$ cat src/rtl/bcd_to_binary_pkg.sv
// Shared definitions for the BCD-to-binary converter.
//   state_e    : controller state encoding (idle, shifting, result pulse)
//   BCD_ADJ    : correction subtracted from a digit after each right shift
//   BCD_THRESH : digit value at or above which the correction applies
package bcd_to_binary_pkg;

  typedef enum logic [1:0] {
    StIdle  = 2'd0,
    StShift = 2'd1,
    StDone  = 2'd2
  } state_e;

  localparam logic [3:0] BCD_ADJ    = 4'd3;
  localparam logic [3:0] BCD_THRESH = 4'd8;

endpackage

$ cat src/rtl/bcd_digit_adjust.sv
// Per-digit correction step of the reverse double-dabble.
//   digit_i : 4-bit BCD digit after the right shift
//   digit_o : digit_i - 3 when digit_i >= 8, otherwise digit_i
module bcd_digit_adjust
  import bcd_to_binary_pkg::*;
(
  input  logic [3:0] digit_i,
  output logic [3:0] digit_o
);

  // A digit >= 8 after a right shift means a 1 moved down from the next
  // decade (worth 5 here instead of 8), so take 3 back off.
  always_comb begin
    digit_o = digit_i;
    if (digit_i >= BCD_THRESH) begin
      digit_o = digit_i - BCD_ADJ;
    end
  end

endmodule

$ cat src/rtl/bcd_to_binary.sv
// Sequential BCD-to-binary converter, one shift per clock.
//   Clock     : system clock, rising edge
//   Reset     : asynchronous active-high reset
//   start_i   : conversion request, sampled only while idle
//   bcd_in_i  : packed BCD, digit 0 in bits [3:0]
//   bin_out_o : converted value, held until the next completion
//   done_o    : one-cycle pulse when bin_out_o/err_o update
//   busy_o    : high whenever the converter is not idle
//   err_o     : last request contained a digit > 9
module bcd_to_binary
  import bcd_to_binary_pkg::*;
#(
  parameter  int unsigned DIGITS = 2,
  localparam int unsigned BIN_W  = $clog2(10 ** DIGITS)
) (
  input  logic                  Clock,
  input  logic                  Reset,
  input  logic                  start_i,
  input  logic [4*DIGITS-1:0]   bcd_in_i,
  output logic [BIN_W-1:0]      bin_out_o,
  output logic                  done_o,
  output logic                  busy_o,
  output logic                  err_o
);

  localparam int unsigned BcdW  = 4 * DIGITS;
  localparam int unsigned WorkW = BcdW + BIN_W;
  localparam int unsigned CntW  = $clog2(BIN_W + 1);
  localparam logic [CntW-1:0] LastCnt = CntW'(BIN_W - 1);

  state_e             state_q, state_d;
  logic [WorkW-1:0]   work_q, work_d;
  logic [CntW-1:0]    cnt_q, cnt_d;
  logic [BIN_W-1:0]   bin_q, bin_d;
  logic               err_q, err_d;
  logic               done_q, done_d;

  logic [WorkW-1:0]   work_sh;
  logic [BcdW-1:0]    shift_bcd;
  logic [BcdW-1:0]    adj_bcd;
  logic [BIN_W-1:0]   shift_acc;
  logic               bad_digit;

  // Work register is {bcd, acc}; shifting right moves the bcd LSB into acc MSB.
  assign work_sh   = {1'b0, work_q[WorkW-1:1]};
  assign shift_bcd = work_sh[WorkW-1 -: BcdW];
  assign shift_acc = work_sh[BIN_W-1:0];

  for (genvar g = 0; g < DIGITS; g++) begin : g_adj
    bcd_digit_adjust u_adj (
      .digit_i (shift_bcd[4*g +: 4]),
      .digit_o (adj_bcd[4*g +: 4])
    );
  end

  always_comb begin
    bad_digit = 1'b0;
    for (int i = 0; i < DIGITS; i++) begin
      if (bcd_in_i[4*i +: 4] > 4'd9) begin
        bad_digit = 1'b1;
      end
    end
  end

  always_comb begin
    state_d = state_q;
    work_d  = work_q;
    cnt_d   = cnt_q;
    bin_d   = bin_q;
    err_d   = err_q;
    done_d  = 1'b0;
    unique case (state_q)
      StIdle: begin
        if (start_i) begin
          if (bad_digit) begin
            // Invalid entry skips shifting and reports immediately.
            bin_d   = '0;
            err_d   = 1'b1;
            done_d  = 1'b1;
            state_d = StDone;
          end else begin
            work_d  = {bcd_in_i, {BIN_W{1'b0}}};
            cnt_d   = '0;
            state_d = StShift;
          end
        end
      end
      StShift: begin
        work_d = {adj_bcd, shift_acc};
        cnt_d  = cnt_q + 1'b1;
        if (cnt_q == LastCnt) begin
          bin_d   = shift_acc;
          err_d   = 1'b0;
          done_d  = 1'b1;
          state_d = StDone;
        end
      end
      StDone: begin
        state_d = StIdle;
      end
      default: begin
        state_d = StIdle;
      end
    endcase
  end

  always_ff @(posedge Clock or posedge Reset) begin
    if (Reset) begin
      state_q <= StIdle;
      work_q  <= '0;
      cnt_q   <= '0;
      bin_q   <= '0;
      err_q   <= 1'b0;
      done_q  <= 1'b0;
    end else begin
      state_q <= state_d;
      work_q  <= work_d;
      cnt_q   <= cnt_d;
      bin_q   <= bin_d;
      err_q   <= err_d;
      done_q  <= done_d;
    end
  end

  assign bin_out_o = bin_q;
  assign done_o    = done_q;
  assign err_o     = err_q;
  assign busy_o    = (state_q != StIdle);

endmodule

$ cat config.mk
export PLATFORM = sky130hd
export DESIGN_NAME = bcd_to_binary
export DESIGN_NICKNAME = d
export VERILOG_FILES = /design/src/rtl/bcd_to_binary_pkg.sv /design/src/rtl/bcd_digit_adjust.sv /design/src/rtl/bcd_to_binary.sv
export SDC_FILE = /design/constraint.sdc
export NUM_CORES = 1
export LEC_CHECK = 0
export CORE_UTILIZATION = 45
export DETAILED_ROUTE_END_ITERATION = 10
export HOLD_SLACK_MARGIN = 0.15
export PLACE_DENSITY = 0.64
export SYNTH_ARGS = -nofsm -noshare
export SYNTH_HDL_FRONTEND = slang
export SYNTH_HIERARCHICAL = 1
export SYNTH_SLANG_ARGS = --single-unit
export TNS_END_PERCENT = 30
$ cat constraint.sdc
create_clock -name Clock -period 3.3 [get_ports Clock]
set_input_delay 0.66 -clock Clock [delete_from_list [all_inputs] [get_ports Clock]]
set_output_delay 0.66 -clock Clock [all_outputs]
set_load 0.01 [all_outputs]
# Word level (Yosys, flattened, before mapping)
# Index checks and enable logic that the tools add are counted.
# op_classes
addsub	3
multipliers	0
n_div	0
n_lt_le_gt_ge	4
eq_ne	6
shift	0
muxes	26
bitwise	0
n_reduce_logical	6
# op_table
cell	count
15-bit two-way mux	2
15-bit case mux with 2 select lines	1
7-bit two-way mux	3
7-bit case mux with 2 select lines	1
4-bit greater-than comparator, second input constant	2
1-bit two-way mux	8
4-bit two-way mux	2
2-bit inequality test, second input constant	4
2-bit two-way mux	3
3-bit two-way mux	2
3-bit case mux with 2 select lines	1
3-bit by 4-bit greater-or-equal comparator with 1-bit output, second input constant	1
4-bit greater-or-equal comparator, second input constant	1
1-bit case mux with 2 select lines	2
2-bit case mux with 2 select lines	1
4-bit AND reduction	1
2-bit nonzero test	2
3-bit by 2-bit subtractor with 4-bit output, second input constant	1
4-bit by 2-bit subtractor with 4-bit output, second input constant	1
3-bit by 1-bit adder with 3-bit output, second input constant	1
3-bit equality test, second input constant	1
3-bit AND reduction	1
2-bit by 1-bit equality test with 1-bit output, second input constant	1
2-bit logical NOT	1
2-bit AND reduction	1
# totals
regBits	29
latch_bits	0
mem_bits_rw	0
romBits	0
memories	0

# Depth between registers and ports, before layout
# logic_depth
depth_word	6
mapped_depth	6
depth_no_buf	6

# Modules after synthesis
# Netlist, hierarchy kept.
# by_module_without_submodules
mod	n_inst	cells_per_inst	area_each_um2
bcd_to_binary	1	109	1316.3
bcd_digit_adjust	2	11	76.3

# Worst setup path before layout
# Ideal clock, no wire load.
# synth_path
path_type	in2reg
from	in bcd_in_i[6]
to	reg cnt_q[0]
arrival_time_ns	1.437
required_time_ns	3.175
path_slack_ns	1.738
stages	4
n_path_buf	1
cell_sequence	o21ai_4 a31oi_4 buf_6 mux2_4
# synth_via
elab_chain_len	4
# synth_rtl
element	line_no	text
start, declared	bcd_to_binary.sv:19	input logic [4*DIGITS-1:0] bcd_in_i,
4-bit greater-than comparator	bcd_to_binary.sv:59	if (bcd_in_i[4*i +: 4] > 4'd9) begin
1-bit two-way mux	bcd_to_binary.sv:59	
2-bit inequality test (no line)	-	
3-bit AND reduction (no line)	-	
end signal, assigned	bcd_to_binary.sv:118	cnt_q <= cnt_d;
end, declared	bcd_to_binary.sv:33	logic [CntW-1:0] cnt_q, cnt_d;
# Every way passes these cells.
# A chain may end at the register's enable or synchronous reset.

# Worst setup path after layout
# layout_path
from	reg state_q[0]
to	out busy_o
# layout_via
elab_chain_len	1
# layout_rtl
element	line_no	text
start, declared	bcd_to_binary.sv:31	state_e state_q, state_d;
start signal, assigned	bcd_to_binary.sv:109	state_q <= StIdle;
start signal, assigned	bcd_to_binary.sv:116	state_q <= state_d;
2-bit nonzero test	bcd_to_binary.sv:128	assign busy_o = (state_q != StIdle);
end, declared	bcd_to_binary.sv:22	output logic busy_o,
# Every way passes these cells.

==> reports/results.txt <==
Avg WL per Cell -> 14.0 microns
CP required -> 2640 ps
PnR Total Power -> 1490 uW
Yosys warns -> 6
Post-route ant nets -> 0
Post-Syn Area -> 1470 sq um
Vias in the first global route -> 973
Post-CTS setup buffers -> 0
Power per cell area -> 848 nW/um^2
CTS resizes -> 0
CP Cell Sequence -> or2_2 -> clkdlybuf4s50_1
Area growth from synthesis to layout -> 19.9%
HPWL Detailed -> 1.92 mm
Crit share post-route -> 68.6%
Main area contributors after synthesis -> dfrtp_1 48%, ha_1 5.1%, o2bb2ai_1 4.8%
N_diodes -> 0
Yosys top cell by area -> dfrtp_1
Die area -> 3500 sq um
Min Tclk post-route -> 2260 ps
Share of the synthesized area in the top cell type -> 47.7%
Slowest cell on crit path -> dfrtp_1
Critical hold path startpoint -> err_o$_DFFE_PP0P_
Setup crit start kind -> register
Crit-path leading delay family -> flip-flops
Max Slew Vio Count -> 0
Post-synth ARST share -> 100%
Largest net degree at the start of global routing -> 29
Relative slew slack -> 65.5%
Row count -> 20
Layout Nets -> 173
Die width -> 59.1 microns
Syn Inst Count -> 131
CTS Hold Bufs -> 0
Sum Neg Setup Slack -> 0 ps
Worst Setup Path Type -> register to output pin
Worst-Margin Slew -> 518 ps
RSZ-0062 raised after global routing -> false
Max incr delay on CP -> 480 ps
Status -> finished clean
Final Hold Vio Count -> 0
Synth Area per Inst -> 11.2 sq um
Final core occ -> 57.2%
Via count -> 1,044
Worst Path Buf+Inv -> 1
Synth cell count leaders -> 28 x dfrtp_1, 9 x nand2_1, 8 x o2bb2ai_1
Main flop type after synthesis -> dfrtp_1
Hold Crit Class -> register to register
Most frequent cell after synthesis -> dfrtp_1
CTS sink count -> 28
Root Driver -> clkbuf_4
Maximum VDD drop -> 0.314 mV
Worst EP arrival -> 1600 ps
WHS -> 510 ps
Synth Register Bits -> 28
CTS tree -> done
# IOs -> 21
Share of cells above drive strength 1 -> 9.03%
Final setup fails -> 0
Via density per instance -> 5.25
Number of H-tree levels -> 1
Max-cap violations -> 0
Starting Density -> 47.7%
CP Capture Type -> output pin
Register area share after synthesis -> 47.7%
Deepest clock path buffer count -> 2
CP Launch Point -> state_q[0]$_DFFE_PP0P_
Drt drc -> 0
GRT Total Usage -> 18.0%
CTS Buf Count -> 3
Post-synth EDFFs -> 0
GRT overflow -> 0
I/O Buffers -> 20
First-pass GRT wire length -> 4.72 mm
Leak -> 0.000755 uW
Initial DRC count -> 35
Synth cell types -> 33
Fmax -> 0.442 GHz
Reg-to-reg critical path startpoint -> state_q[1]$_DFFE_PP0P_
Router iterations before antenna repair -> 4
Initial antenna violation count -> 0
Final RePlAce weighted congestion -> 0.795
Clk_lat worst skew -> 320 ps
CP Max Fanout -> 7
Total Routed Length -> 2.78 mm
CTS clk-pin slew, worst paths -> 160 ps
Core footprint -> 3080 sq um
Worst-case clock skew -> 6.51 ps
Die Y -> 59.1 microns
worst register-to-register path, delay by kind of cell, from the launching register on:
| kind | cells | cell delay, ps |
|---|---|---|
| AOI/OAI and AO/OA | 1 | 450 |
| DFF | 1 | 490 |
| and+or+nand+nor | 2 | 510 |
logic make-up (layout without fill, tap and decap cells):
logic type	Yosys count	after routing	synth area share, %
adders and majority gates	6	6	5.11
other	1	5	0.255
muxes	2	2	1.79
and+or+nand+nor	38	38	14.4
DFF	28	28	47.7
buffers and inverters	11	31	4.09
xor gates and xnor gates	4	4	2.39
AOI/OAI and AO/OA	41	41	24.3
routing by layer:
| metal | vias up | routed length (microns) | share of wire, % | GRT usage (%) |
|---|---|---|---|---|
| li1 | 526 | - | - | - |
| met2 | 13 | 1270 | 46 | 27.1 |
| met1 | 503 | 1440 | 52 | 27.3 |
| met3 | 2 | 56 | 2.0 | 2.62 |
| met5 | - | 0 | 0 | 0 |
| met4 | 0 | 8 | 0.29 | 4.08 |
through the flow:
stage / setup WS (ps) / instances / cell area, sq um
6_report: 1040 / 199 / 1760
2_1_floorplan: 1740 / 135 / 1480
4_1_cts: 1030 / 199 / 1760
3_3_place_gp: 1110 / 195 / 1710
5_1_grt: 974 / 199 / 1760
3_5_place_dp: 1070 / 195 / 1710
flip-flops by register name, summed over array words and instances (netlist names):
| name | count |
|---|---|
| err_o | 1 |
| work_q | 14 |
| bin_out_o | 7 |
| done_o | 1 |
| state_q | 2 |
| cnt_q | 3 |
path summary, 6_finish.rpt:
path,endpoint,slack (ps),depth (start not counted)
worst max-delay path,busy_o,1040,2
worst min-delay path,err_o$_DFFE_PP0P_,510,1
worst max register to register,state_q[1]$_DFFE_PP0P_,1790,3
worst min register to register,err_o$_DFFE_PP0P_,510,1
max in group asynchronous,work_q[3]$_DFFE_PP0P_,2350,3
min in group asynchronous,work_q[13]$_DFFE_PP0P_,680,3
cells in the final DEF (no fill, tap or decap):
cell type,Yosys,routed
o21ai_0,2,2
o31ai_1,6,6
nand4b_1,1,1
dfrtp_1,28,28
o21ai_4,2,2
xor2_1,2,2
a211oi_4,1,1
a31oi_4,1,1
clkbuf_4,0,3
nand2b_1,6,6
nor2_1,7,7
and2_1,2,2
conb_1,1,5
a31oi_1,7,7
inv_1,6,6
nand2_1,9,9
nand4_1,6,6
ha_1,6,6
nor4_1,1,1
bufinv_16,0,1
xnor2_1,2,2
nor2b_4,1,1
or2_2,1,1
mux2_2,1,1
nor2b_1,2,2
and2b_4,1,1
buf_4,0,1
o2bb2ai_1,8,8
clkdlybuf4s50_1,0,20
a221o_1,2,2
a22o_1,7,7
mux2_4,1,1
a21oi_1,2,2
and3_1,1,1
o21a_1,3,3
power breakdown:
part	total, uW	internal [uW]	switching (uW)
sequential	629	488	142
combinational	640	335	304
clock	224	123	102
total	1490	946	548
layout make-up:
type / instances / area (sq um)
Sequential cell: 28 / 701
Clock inverter: 1 / 30.0
Tap cell: 44 / 55.1
Multi-Input combinational cell: 96 / 723
Clock buffer: 3 / 22.5
Fill cell: 293 / 1320
Inverter: 6 / 22.5
Timing Repair Buffer: 21 / 208
Note: power is estimated with default switching activity, not from simulation.
==> variant: new RTL, same settings <==
Encoding of `state_e`: now one-hot (3 bits for 3 states).
--- a/src/rtl/bcd_to_binary_pkg.sv
+++ b/src/rtl/bcd_to_binary_pkg.sv
@@ -4,10 +4,10 @@
 //   BCD_THRESH : digit value at or above which the correction applies
 package bcd_to_binary_pkg;
 
-  typedef enum logic [1:0] {
-    StIdle  = 2'd0,
-    StShift = 2'd1,
-    StDone  = 2'd2
+  typedef enum logic [2:0] {
+    StIdle  = 3'b001,
+    StShift = 3'b010,
+    StDone  = 3'b100
   } state_e;
 
   localparam logic [3:0] BCD_ADJ    = 4'd3;
Function: no difference found for any inputs over 10 cycles, from zero or initial values and one cycle with Reset high; not proved beyond that.
==> variant against the original RTL <==
Worst hold slack worse by 0.0079 ns. Via count decreased by 6.9%. Die area down 2.9%. Wire length down 15%. Worst setup slack got worse by 0.17 ns. Largest cell class is now flip-flops and latches. Cell area is essentially flat. Largest power group is now sequential cells. First-iteration DRC count shrank 43%. Sequential share of layout area increased by 1.5 points. Sequential cell count increased by 1. Critical endpoint unchanged. Power shrank 21%. Synthesized area shrank 3.0%.
==> variant: results (changes against the original RTL) <==
metric,value,unit,change
vias_per_cell,5.036,,was 5.246
status,finished clean,,unchanged
met3_usage,6.027,%,was 2.620%
synth-seq-area-share,51.01,%,was 47.70%
use_met1,22.64,%,was 27.32%
grt_pass1_wl,4.146,mm,was 4.719 mm
irDropWorstVdd,0.3636,mV,was 0.3138 mV
cp_slowest_cell,dfstp_2,,was dfrtp_1
synthTopCellsByCount,"dfrtp_1 (28), mux2_2 (16), inv_1 (10)",,"was dfrtp_1 (28), nand2_1 (9), o2bb2ai_1 (8)"
wl_met3,130,um,was 56 um
r2r-start,state_q[0],,was state_q[1]
min_to,cnt_q[0],,was err_o
relSlewSlack,34.56,%,was 65.48%
drive_gt1_share,26.85,%,was 9.032%
r2r_slack,1.35,ns,was 1.79 ns
min-delay-start,cnt_q[0],,was err_o
fin_skew,0.006010,ns,was 0.006506 ns
combinationalPowerShare,36.4,%,was 42.8%
numCtsBuffers,5,,was 3
critPathArrivalTime,1.78,ns,was 1.60 ns
drt-initial-drc-count,20,,was 35
p_sw_share,35.54,%,was 36.67%
leakage,0.8101,nW,was 0.7553 nW
num_vias,972,,was 1044
synth.avg_cell_area,12.29,um^2,was 11.21 um^2
path_delay_family,buffers and inverters,,was flip-flops
dpl.hpwl,1.699,mm,was 1.924 mm
r2r_end,work_q[7],,was state_q[1]
grt_usage,16.36,%,was 17.98%
clkPwrFrac,17.4,%,was 15.0%
place.gp.congestion,0.7839,,was 0.7951
placed_cells,185,,was 195
grt_max_degree,30,,was 29
slowest_delay,0.55,ns,was 0.48 ns
clkSlewWorstSetupHoldPaths,0.10,ns,was 0.16 ns
h-tree-depth,2,,was 1
synth.area.top_cells,"dfrtp_1 (49%), mux2_2 (13%), ha_1 (5.3%), a22o_2 (4.9%), a22o_1 (4.3%)",,"was dfrtp_1 (48%), ha_1 (5.1%), o2bb2ai_1 (4.8%), a22o_1 (4.2%), o31ai_1 (3.1%)"
cp_max_fo,5,,was 7
final.fill_count,277,,was 293
grt_pass1_vias,924,,was 973
p_per_area,669.0,nW/um^2,was 847.7 nW/um^2
met2_length,1.001,mm,was 1.273 mm
place_area,1705,um^2,was 1709 um^2
nets,165,,was 173
reg2reg_depth,5,,was 3
use_met2,23.97,%,was 27.11%
==> variant: cell families (layout without fill, tap and decap cells) <==
family	after synthesis	count (layout)	share of synthesized area (%)
simple gates	19	19	7.990
compound gates	29	29	17.12
fa+ha+maj	6	6	5.268
buf+inv	12	41	3.248
flops	29	29	51.01
other cells	1	5	0.2631
mux	16	16	12.64
xor+xnor	4	4	2.459
==> variant: final cells by class <==
cell class                      count  area, um^2  area share [%]
Clock buffer                        5       37.54           2.132
Clock inverter                      3       17.52          0.9950
Inverter                           11       41.29           2.345
Multi-Input combinational cell     79       666.9           37.88
Sequential cell                    29       726.9           41.29
Tap cell                           44       55.05           3.127
Timing Repair Buffer               22       215.2           12.22
==> variant: metrics by stage <==
stage | setup WS [ns] | utilization (%)
after global routing | 0.7772 | 58.14
after global placement | 0.9405 | 56.32
after floorplan | 1.569 | -
after detailed placement | 0.8960 | 56.32
after CTS | 0.8421 | 58.14
final | 0.8632 | 58.14
==> variant: worst reg2reg max path, delay by kind of cell (launching register included) <==
kind | cells | cell delay (ns)
buffers and inverters | 1 | 0.26
and+or+nand+nor | 2 | 0.59
muxes | 2 | 0.60
DFF | 1 | 0.39
==> variant: worst max-delay path by stage <==
stage                      startpoint         end  slack, ns  depth (start not counted)
after floorplan           bcd_in_i[6]  work_q[10]       1.57                          4
after global placement    bcd_in_i[6]   work_q[7]       0.94                          5
after detailed placement  bcd_in_i[2]   work_q[9]       0.90                          5
after CTS                  state_q[0]      busy_o       0.84                          3
after global routing       state_q[0]      busy_o       0.78                          3
final                      state_q[0]      busy_o       0.86                          3
